--- config.mk ---
export PLATFORM = sky130hd
export DESIGN_NAME = turn_sequencer
export DESIGN_NICKNAME = d
export VERILOG_FILES = /design/src/rtl/turn_pkg.sv /design/src/rtl/turn_sequencer_sat_step.sv /design/src/rtl/turn_sequencer.sv
export SDC_FILE = /design/constraint.sdc
export NUM_CORES = 1
export LEC_CHECK = 0
export CAP_MARGIN = 40
export CORE_UTILIZATION = 55
export DETAILED_ROUTE_END_ITERATION = 7
export MAX_ROUTING_LAYER = met4
export PLACE_DENSITY = 0.8
export RECOVER_POWER = 100
export SLEW_MARGIN = 20
export SYNTH_ARGS = -nofsm -noshare
export SYNTH_HDL_FRONTEND = slang
export SYNTH_SLANG_ARGS = --single-unit
--- constraint.sdc ---
create_clock -name clk -period 6.9 [get_ports clk]
set_clock_uncertainty 0.05 [all_clocks]
set_input_delay 1.38 -clock clk [delete_from_list [all_inputs] [get_ports clk]]
set_output_delay 1.38 -clock clk [all_outputs]
set_load 0.005 [all_outputs]
--- src/rtl/turn_pkg.sv ---
// ---------------------------------------------------------------
// turn_pkg : shared state encoding and default constants for the
//            two-player turn sequencer.  Rev 1.0
// ---------------------------------------------------------------
`default_nettype none

package turn_pkg;

  typedef enum logic [2:0] {
    S_IDLE   = 3'd0,
    S_PLAY   = 3'd1,
    S_FIRE   = 3'd2,
    S_FLIGHT = 3'd3,
    S_SWITCH = 3'd4,
    S_OVER   = 3'd5
  } state_t;

  localparam int POS_W_DEF        = 8;
  localparam int POS_MIN_DEF      = 8;
  localparam int POS_MAX_DEF      = 247;
  localparam int P0_START_DEF     = 40;
  localparam int P1_START_DEF     = 215;
  localparam int ANG_W_DEF        = 4;
  localparam int MOVE_BUDGET_DEF  = 32;
  localparam int TURN_TIMEOUT_DEF = 600;

endpackage

`default_nettype wire

--- src/rtl/turn_sequencer_sat_step.sv ---
// ---------------------------------------------------------------
// sat_step : loadable register stepping +/-1 with saturation at
//            MIN/MAX; flags the cycles where the value moves. Rev 1.0
// ---------------------------------------------------------------
`default_nettype none

module sat_step #(
  parameter int W    = 8,
  parameter int MIN  = 0,
  parameter int MAX  = 255,
  parameter int INIT = 0
) (
  input  logic         clk,
  input  logic         reset,
  input  logic         load,
  input  logic         en,
  input  logic         up,
  input  logic         down,
  output logic [W-1:0] value,
  output logic         changed
);

  logic [W-1:0] value_q, value_d;
  logic         inc_ok, dec_ok;

  always_comb begin
    inc_ok  = en & up & ~down & (value_q < W'(MAX));
    dec_ok  = en & down & ~up & (value_q > W'(MIN));
    changed = ~load & (inc_ok | dec_ok);
    value_d = value_q;
    if (load)        value_d = W'(INIT);
    else if (inc_ok) value_d = value_q + W'(1);
    else if (dec_ok) value_d = value_q - W'(1);
  end

  always_ff @(posedge clk) begin
    if (reset) value_q <= W'(INIT);
    else       value_q <= value_d;
  end

  assign value = value_q;

endmodule

`default_nettype wire

--- src/rtl/turn_sequencer.sv ---
// ---------------------------------------------------------------
// turn_sequencer : two-player turn controller owning tank position
//                  and aim registers and the fire/flight handshake. Rev 1.0
// ---------------------------------------------------------------
`default_nettype none

module turn_sequencer
  import turn_pkg::*;
#(
  parameter int POS_W        = POS_W_DEF,
  parameter int POS_MIN      = POS_MIN_DEF,
  parameter int POS_MAX      = POS_MAX_DEF,
  parameter int P0_START     = P0_START_DEF,
  parameter int P1_START     = P1_START_DEF,
  parameter int ANG_W        = ANG_W_DEF,
  parameter int MOVE_BUDGET  = MOVE_BUDGET_DEF,
  parameter int TURN_TIMEOUT = TURN_TIMEOUT_DEF,
  localparam int MV_W        = $clog2(MOVE_BUDGET + 1)
) (
  input  logic             clk,
  input  logic             reset,
  input  logic             start_new_game,
  input  logic             tick,
  input  logic             left_x,
  input  logic             right_x,
  input  logic             left_aim,
  input  logic             right_aim,
  input  logic             shoot_in,
  input  logic             proj_done,
  input  logic             proj_hit,
  output logic             active_player,
  output logic [POS_W-1:0] p0_x,
  output logic [POS_W-1:0] p1_x,
  output logic [ANG_W-1:0] p0_ang,
  output logic [ANG_W-1:0] p1_ang,
  output logic [MV_W-1:0]  moves_left,
  output logic             fire,
  output logic [2:0]       state,
  output logic             game_over,
  output logic             winner
);

  localparam int CNT_W   = $clog2(TURN_TIMEOUT + 1);
  localparam int ANG_MAX = (1 << ANG_W) - 1;
  localparam int ANG_MID = 1 << (ANG_W - 1);

  state_t            state_q, state_d;
  logic              active_q, active_d;
  logic [MV_W-1:0]   moves_q, moves_d;
  logic [CNT_W-1:0]  cnt_q, cnt_d, cnt_inc;
  logic              shoot_prev_q, shoot_prev_d;
  logic              winner_q, winner_d;

  logic              fire_edge, act, btn_multi, timeout;
  logic [2:0]        btn_cnt;
  logic [1:0]        x_en, ang_en, x_chg, ang_chg;

  // A step is taken only on a quiet tick: no shoot edge and at most one button level.
  always_comb begin
    fire_edge = shoot_in & ~shoot_prev_q;
    btn_cnt   = 3'(left_x) + 3'(right_x) + 3'(left_aim) + 3'(right_aim);
    btn_multi = btn_cnt > 3'd1;
    act       = (state_q == S_PLAY) & tick & ~fire_edge & ~btn_multi & ~start_new_game;
    cnt_inc   = cnt_q + CNT_W'(1);
    timeout   = tick & (cnt_inc == CNT_W'(TURN_TIMEOUT));
    x_en[0]   = act & ~active_q & (moves_q != '0);
    x_en[1]   = act &  active_q & (moves_q != '0);
    ang_en[0] = act & ~active_q;
    ang_en[1] = act &  active_q;
  end

  sat_step #(.W(POS_W), .MIN(POS_MIN), .MAX(POS_MAX), .INIT(P0_START)) u_p0_x (
    .clk(clk), .reset(reset), .load(start_new_game), .en(x_en[0]),
    .up(right_x), .down(left_x), .value(p0_x), .changed(x_chg[0]));

  sat_step #(.W(POS_W), .MIN(POS_MIN), .MAX(POS_MAX), .INIT(P1_START)) u_p1_x (
    .clk(clk), .reset(reset), .load(start_new_game), .en(x_en[1]),
    .up(right_x), .down(left_x), .value(p1_x), .changed(x_chg[1]));

  sat_step #(.W(ANG_W), .MIN(0), .MAX(ANG_MAX), .INIT(ANG_MID)) u_p0_ang (
    .clk(clk), .reset(reset), .load(start_new_game), .en(ang_en[0]),
    .up(right_aim), .down(left_aim), .value(p0_ang), .changed(ang_chg[0]));

  sat_step #(.W(ANG_W), .MIN(0), .MAX(ANG_MAX), .INIT(ANG_MID)) u_p1_ang (
    .clk(clk), .reset(reset), .load(start_new_game), .en(ang_en[1]),
    .up(right_aim), .down(left_aim), .value(p1_ang), .changed(ang_chg[1]));

  always_ff @(posedge clk) begin
    if (reset) state_q <= S_IDLE;
    else       state_q <= state_d;
  end

  always_comb begin
    state_d = state_q;
    if (start_new_game) begin
      state_d = S_PLAY;
    end else begin
      case (state_q)
        S_PLAY:   if (fire_edge) state_d = S_FIRE;
                  else if (timeout) state_d = S_SWITCH;
        S_FIRE:   state_d = S_FLIGHT;
        S_FLIGHT: if (proj_done) state_d = proj_hit ? S_OVER : S_SWITCH;
        S_SWITCH: state_d = S_PLAY;
        default:  state_d = state_q;
      endcase
    end
  end

  always_comb begin
    fire      = (state_q == S_FIRE);
    game_over = (state_q == S_OVER);
    state     = state_q;
  end

  always_comb begin
    active_d     = active_q;
    moves_d      = moves_q;
    cnt_d        = cnt_q;
    winner_d     = winner_q;
    shoot_prev_d = shoot_in;
    if (start_new_game) begin
      active_d     = 1'b0;
      moves_d      = MV_W'(MOVE_BUDGET);
      cnt_d        = '0;
      winner_d     = 1'b0;
      shoot_prev_d = 1'b0;
    end else if (state_q == S_SWITCH) begin
      active_d = ~active_q;
      moves_d  = MV_W'(MOVE_BUDGET);
      cnt_d    = '0;
    end else begin
      if (x_chg[0] | x_chg[1])                       moves_d = moves_q - MV_W'(1);
      if ((state_q == S_PLAY) & tick & ~fire_edge)   cnt_d   = cnt_inc;
      if ((state_q == S_FLIGHT) & proj_done & proj_hit) winner_d = active_q;
    end
  end

  always_ff @(posedge clk) begin
    if (reset) begin
      active_q     <= 1'b0;
      moves_q      <= MV_W'(MOVE_BUDGET);
      cnt_q        <= '0;
      shoot_prev_q <= 1'b0;
      winner_q     <= 1'b0;
    end else begin
      active_q     <= active_d;
      moves_q      <= moves_d;
      cnt_q        <= cnt_d;
      shoot_prev_q <= shoot_prev_d;
      winner_q     <= winner_d;
    end
  end

  assign active_player = active_q;
  assign moves_left    = moves_q;
  assign winner        = winner_q;

endmodule

`default_nettype wire

# Word level (Yosys, flattened, before mapping)
# Index checks and enable logic that the tools add are counted.
dict set report totals {
  wordCells 120
  ff_bits 46
  input_bits 11
  out_inout_bits 37
}
dict set report op_classes {
  n_eq_ne 10
  n_reduce_logical 12
  add_sub_neg 13
  magnitude_cmp 9
  bitwise 51
  muxes 14
}
# operator n
set ops {}
lappend ops {{1-bit AND} 38}
lappend ops {{8-bit 2-to-1 mux} 4}
lappend ops {{8-bit by 1-bit adder with 8-bit output, second input constant} 2}
lappend ops {{8-bit by 4-bit greater-than comparator with 1-bit output, second input constant} 2}
lappend ops {{8-bit < comparator, second input constant} 2}
lappend ops {{4-bit 2-to-1 mux} 4}
lappend ops {{8-bit by 1-bit subtractor with 8-bit output, second input constant} 2}
lappend ops {{3-bit case mux with 4 select lines} 1}
lappend ops {{10-bit by 1-bit adder with 10-bit output, second input constant} 1}
lappend ops {{10-bit == test, second input constant} 1}
lappend ops {{1-bit inverter} 10}
lappend ops {{3-bit 2-to-1 mux} 3}
lappend ops {{4-bit by 1-bit adder with 4-bit output, second input constant} 2}
lappend ops {{4-bit by 1-bit greater-than comparator with 1-bit output, second input constant} 2}
lappend ops {{4-bit < comparator, second input constant} 2}
lappend ops {{2-bit nonzero test} 4}
lappend ops {{4-bit by 1-bit subtractor with 4-bit output, second input constant} 2}
lappend ops {{3-bit by 2-bit == test with 1-bit output, second input constant} 2}
lappend ops {{3-bit == test, second input constant} 2}
lappend ops {{3-bit inequality test, second input constant} 2}
lappend ops {{3-bit AND reduction} 2}
lappend ops {{6-bit nonzero test} 1}
lappend ops {{6-bit by 1-bit subtractor with 6-bit output, second input constant} 1}
lappend ops {{5-bit nonzero test} 1}
lappend ops {{other kinds (13)} 16}

# Logic depth before layout (Yosys ltp)
dict set report logic_depth {
  word_depth 15
  ltp_mapped 14
  ltp_nobuf 14
}

# Hierarchy
# A second synthesis with hierarchy kept.
dict set report unflattened {
  cells_unflattened 362
  area_unflattened_um2 3139.3
}
# module area_per_inst_um2 instances seq_area_each_um2 cells_per_inst
set by_module_without_submodules {}
lappend by_module_without_submodules {turn_sequencer 1288.7 1 440.4 158}
lappend by_module_without_submodules {{sat_step (u_p1_x)} 623.1 1 160.2 68}
lappend by_module_without_submodules {{sat_step (u_p0_x)} 621.8 1 160.2 72}
lappend by_module_without_submodules {{sat_step (u_p0_ang ...)} 302.8 2 80.1 32}

# Least setup slack after synthesis
# OpenSTA, ideal clock, no wires.
dict set report synth_path {
  path_kind {input to register}
  from {in left_x}
  to {reg u_p0_x.value_q[7], in the netlist u_p0_x.value[7]}
  n_path_buf 0
  setup_time_ns 0.128
  path_stages 13
  required_time_ns 6.722
  path_slack_ns 2.510
  arrival_ns 4.213
  cell_sequence {inv_1 -> fa_1 -> nand2b_1 -> nand3_1 -> nor4_1 -> inv_1 -> ha_1 -> a21oi_1 -> o211ai_1 -> o41ai_1 -> mux2i_1 -> xor2_1 -> nor2_1}
}
dict set report synth_between {
  elab_chain_len 13
  word_cells_on_any_way 18
  classes_between {add/sub (3); order compare (1); mux (1); bitwise (12); reduce/logical (1)}
}
# item line
set synth_rtl {}
lappend synth_rtl {{start: declaration} turn_sequencer.sv:24} ;# input logic left_x,
lappend synth_rtl {{1-bit by 1-bit adder with 2-bit output} turn_sequencer.sv:61} ;# btn_cnt = 3'(left_x) + 3'(right_x) + 3'(left_aim) + 3'(right_aim);
lappend synth_rtl {{2-bit by 1-bit adder with 3-bit output} turn_sequencer.sv:61}
lappend synth_rtl {{3-bit by 1-bit adder with 3-bit output} turn_sequencer.sv:61}
lappend synth_rtl {{3-bit by 1-bit greater-than comparator with 1-bit output} turn_sequencer.sv:62} ;# btn_multi = btn_cnt > 3'd1;
lappend synth_rtl {{1-bit inverter} turn_sequencer.sv:63} ;# act = (state_q == S_PLAY) & tick & ~fire_edge & ~btn_multi & ~start_new_game;
lappend synth_rtl {{1-bit AND (2 in series)} turn_sequencer.sv:63}
lappend synth_rtl {{1-bit AND (2 in series)} turn_sequencer.sv:66} ;# x_en[0] = act & ~active_q & (moves_q != '0);
lappend synth_rtl {{1-bit AND (on tied branches) (3 in series)} {turn_sequencer_sat_step.sv:27, turn_sequencer_sat_step.sv:28}}
lappend synth_rtl {{8-bit 2-to-1 mux / 2-bit nonzero test (equally long branches)} --}
lappend synth_rtl {{end signal: assignment} turn_sequencer_sat_step.sv:37} ;# if (reset) value_q <= W'(INIT);
lappend synth_rtl {{end signal: assignment} turn_sequencer_sat_step.sv:38} ;# else value_q <= value_d;
lappend synth_rtl {{end: declaration} turn_sequencer_sat_step.sv:23} ;# logic [W-1:0] value_q, value_d;
# Several ways; a longest one is shown, not always the timed one.
# A chain may end at the register's enable or synchronous reset.

# Worst setup path in the final report
dict set report layout_path {
  from {in left_x}
  to {reg moves_q[1], in the netlist moves_left[1]}
}
dict set report layout_between {
  elab_chain_len 15
  word_cells_on_any_way 29
  classes_between {add/sub (3); order compare (1); bitwise (25)}
}
# item line
set layout_rtl {}
lappend layout_rtl {{1-bit by 1-bit adder with 2-bit output} turn_sequencer.sv:61}
lappend layout_rtl {{2-bit by 1-bit adder with 3-bit output} turn_sequencer.sv:61}
lappend layout_rtl {{3-bit by 1-bit adder with 3-bit output} turn_sequencer.sv:61}
lappend layout_rtl {{3-bit by 1-bit greater-than comparator with 1-bit output} turn_sequencer.sv:62}
lappend layout_rtl {{1-bit inverter} turn_sequencer.sv:63}
lappend layout_rtl {{1-bit AND (2 in series)} turn_sequencer.sv:63}
lappend layout_rtl {{1-bit AND (on tied branches) (2 in series)} {turn_sequencer.sv:66, turn_sequencer.sv:67}}
lappend layout_rtl {{1-bit AND (on tied branches) (3 in series)} {turn_sequencer_sat_step.sv:27, turn_sequencer_sat_step.sv:28}}
lappend layout_rtl {{1-bit bitwise OR} turn_sequencer_sat_step.sv:29} ;# changed = ~load & (inc_ok | dec_ok);
lappend layout_rtl {{1-bit AND} turn_sequencer_sat_step.sv:29}
lappend layout_rtl {{1-bit bitwise OR (*)} turn_sequencer.sv:132} ;# if (x_chg[0] | x_chg[1]) moves_d = moves_q - MV_W'(1);
lappend layout_rtl {{end signal: assignment} turn_sequencer.sv:141} ;# moves_q <= MV_W'(MOVE_BUDGET);
lappend layout_rtl {{end signal: assignment} turn_sequencer.sv:147} ;# moves_q <= moves_d;
lappend layout_rtl {{end: declaration} turn_sequencer.sv:49} ;# logic [MV_W-1:0] moves_q, moves_d;
# Every way passes the cells marked *; elsewhere a longest branch is shown, timed or not.

==> impl_metrics.tcl <==
set metrics [dict create \
    netlist_area_sq_mm 0.00306 \
    dp_slack_ns 1.61 \
    status "finished, violations left" \
    die_h_um 76.6 \
    cts.clk_slew.worst_paths_ns 0.09 \
    synth_compound_area_share_pct 16.2 \
    final_util_pct 69.7 \
    swShare_pct 22.1 \
    port_buffers 47 \
    clkLatencyLatePin_ns 0.31 \
    drt_iter0_drc 105 \
    gp_congestion 0.853 \
    endpoint "moves_left[1]" \
    fillers 434 \
    synth_xor_area_share_pct 9.45 \
    synth-main-ff-cell "dfxtp_1" \
    reg2regPathDepth 12 \
    cts_resized 0 \
    seq_power_share_pct 47.9 \
    hold_buffers 0 \
    finalMaxSlewViolations 8 \
    fmax_ghz 0.195 \
    num_rows 26 \
    synth_seq_cells 46 \
    syn_nets 385 \
    grt_pass1_vias 2419 \
    p_int_uw 443 \
    grt_pass1_wl_um 11300 \
    setup_ws_ns 1.76 \
    cp_data_required_time_ns 7.08 \
    r2r_setup_slack_ns 3.30 \
    area_growth_pct 19.3 \
    min_period_ns 5.14 \
    firstDrtPassIters 4 \
    io-pin-count 48 \
    antenna_found_initial 0 \
    p_per_area_mw_per_mm2 156 \
    overflow 0 \
    netSwitchingPower_uw 126 \
    detailed_place_hpwl_um 4950 \
    root_buffer "clkbuf_8" \
    final_antenna_net_count 0 \
    relSlewSlack_pct -31.9 \
    crit_type "input pin to flop" \
    finalCritPeriodShare_pct 74.5 \
    leakagePower_uw 0.00136 \
    cts_num_sinks 46 \
    vias 2678 \
    violations "capacitance limit, slew limit" \
    synth_top_family_by_area "simple AND/OR/NAND/NOR gates" \
    core-area_sq_mm 0.00524 \
    die-area_sq_mm 0.00586 \
    crit_path_start_kind "input pin" \
    synthMuxAreaShare_pct 4.91 \
    power_frac_comb_pct 8.2 \
    crit_path_start "left_x" \
    finalSetupTns_ns 0 \
    arrival_ns 5.32 \
    synthAdderAreaFrac_pct 11.0 \
    wl_per_cell_um 14.4 \
    yosysSeqAreaShare_pct 30.1 \
    path_max_fanout 9 \
    final_hold_viol_count 0 \
    synth.distinct_cells 60 \
    tritoncts "done" \
    grt_max_degree 18 \
    drive_above_1_share_pct 3.54 \
    worst_hold_slack_ns 0.456 \
    ir_worst_vdd_mv 0.103 \
    cts_buffers 5 \
    cts.path.max_buffers 2 \
    nets 430 \
    async_reset_ff_share_pct 0 \
    r2r-end "u_p1_x.value[7]" \
    htreeDepth 2 \
    setup_violations 0 \
    via_per_inst 5.75 \
    clkPwrFrac_pct 43.9 \
    drv_cap 1 \
    endpoint_kind "flop" \
    synth_edf_count 0 \
    hp-class "flop to flop" \
    tightest_slew_ns 1.93 \
    rsz0062_at_grt "no" \
    die_x_um 76.6 \
    avgSynthCellArea_sq_um 8.74 \
    drc 0 \
    rr_startpoint "state[1]" \
    synthSimpleGateAreaFrac_pct 23.5 \
    drt-total-wl_um 6710 \
    synthCells 350 \
    yosysWarningCount 0 \
    start_util_pct 58.4 \
    grt_use_total_pct 24.6 \
    post_cts_buffers 0 \
    power.total_uw 568 \
    num_antenna_cells 0 \
]
## cells in the final DEF (no fill, tap or decap), types with 3 or more instances in the layout
| master | netlist | layout |
|---|---|---|
| a211oi_1 | 2 | 4 |
| a21o_1 | 3 | 3 |
| a21oi_1 | 13 | 14 |
| a311oi_1 | 3 | 3 |
| a31oi_1 | 5 | 5 |
| and2_1 | 3 | 3 |
| and3_1 | 5 | 5 |
| clkbuf_1 | 4 | 3 |
| clkbuf_8 | 0 | 6 |
| clkdlybuf4s50_1 | 0 | 8 |
| dfxtp_1 | 46 | 46 |
| dlygate4sd3_1 | 0 | 39 |
| fa_1 | 5 | 5 |
| ha_1 | 19 | 19 |
| inv_1 | 16 | 16 |
| mux2i_1 | 15 | 15 |
| nand2_1 | 16 | 16 |
| nand2b_1 | 7 | 7 |
| nand3_1 | 17 | 17 |
| nand4_1 | 8 | 8 |
| nor2_1 | 44 | 44 |
| nor2b_1 | 5 | 5 |
| nor3_1 | 4 | 4 |
| nor4_1 | 4 | 4 |
| o211ai_1 | 5 | 5 |
| o21a_1 | 3 | 3 |
| o21ai_0 | 11 | 12 |
| o21bai_1 | 3 | 3 |
| or3_1 | 5 | 5 |
| or4_1 | 3 | 3 |
| xnor2_1 | 19 | 19 |
| xor2_1 | 14 | 14 |
## layout make-up
| class | count | area [sq um] | area share, % |
|---|---|---|---|
| clock buffer | 6 | 82.6 | 2.26 |
| clock inverter | 2 | 60.1 | 1.64 |
| inverter | 16 | 60.1 | 1.64 |
| multi-input combinational | 276 | 1960 | 53.6 |
| sequential | 46 | 921 | 25.2 |
| tap | 70 | 87.6 | 2.40 |
| timing repair buffer | 50 | 482 | 13.2 |
## layer usage
| layer | track usage (%) | routed length (um) | vias up |
|---|---|---|---|
| li1 | - | - | 1347 |
| met1 | 29.6 | 3060 | 1270 |
| met2 | 42.3 | 3330 | 56 |
| met3 | 4.43 | 248 | 5 |
| met4 | 6.35 | 67 | 0 |
| met5 | - | 0 | - |
## critical path, stage by stage
cell and delay [ns]:
dlygate4sd3_1 0.56, inv_1 0.07, fa_1 0.52, nand2b_1 0.13, nand3_1 0.16, a2111oi_0 1.51, clkbuf_1 0.44, or2_0 0.29
nor2_1 0.08, a211oi_2 0.18
## state kept, by name, indices dropped and copies added (netlist names)
signal / count
winner: 1
cnt_q: 10
u_p0_ang.value: 4
state: 3
shoot_prev_q: 1
moves_left: 6
u_p1_ang.value: 4
active_player: 1
u_p0_x.value: 8
u_p1_x.value: 8
## cell usage after synthesis (5+ instances only)
cell,count,share of area (%)
inv_1,16,2.0
nand2b_1,7,1.4
nand4_1,8,1.6
and3_1,5,1.0
nand2_1,16,2.0
ha_1,19,7.8
o211ai_1,5,1.2
nor2b_1,5,1.0
a21oi_1,13,2.1
mux2i_1,15,4.9
xnor2_1,19,5.4
nand3_1,17,2.8
a31oi_1,5,1.0
dfxtp_1,46,30
nor2_1,44,5.4
fa_1,5,3.3
o21ai_0,11,1.8
xor2_1,14,4.0
or3_1,5,1.0
## per-stage QoR
stage          area, sq um  instances
6_report              3650        466
5_1_grt               3650        466
4_1_cts               3690        465
3_5_place_dp          3550        457
3_3_place_gp          3540        456
2_1_floorplan         3060        350
## logic make-up (layout without fill, tap and decap cells)
group	after synthesis	count (layout)
buffers and inverters	28	74
multiplexers	15	15
flip-flops	46	46
AO/OA/AOI/OAI	68	68
XOR/XNOR	33	33
adder cells (fa/ha/maj)	24	24
AND/OR/NAND/NOR	136	136
## worst min-delay path by stage
stage | start | endpoint | slack, ns | cells after the start
finish | winner | winner | 0.46 | 2
global route | winner | winner | 0.49 | 2
CTS | winner | winner | 0.47 | 2
detailed placement | winner | winner | 0.45 | 2
global placement | winner | winner | 0.44 | 2
floorplan | cnt_q[1] | cnt_q[1] | 0.43 | 2
## power groups by stage
stage	Sequential, uW	Combinational, uW	Clock, uW
2_1_floorplan	276	35.1	0
3_3_place_gp	278	48.3	0
3_5_place_dp	278	49.3	0
4_1_cts	272	49.7	254
5_1_grt	273	51.4	262
6_report	272	46.4	250
No activity file was read; power rests on OpenSTA's default activity.
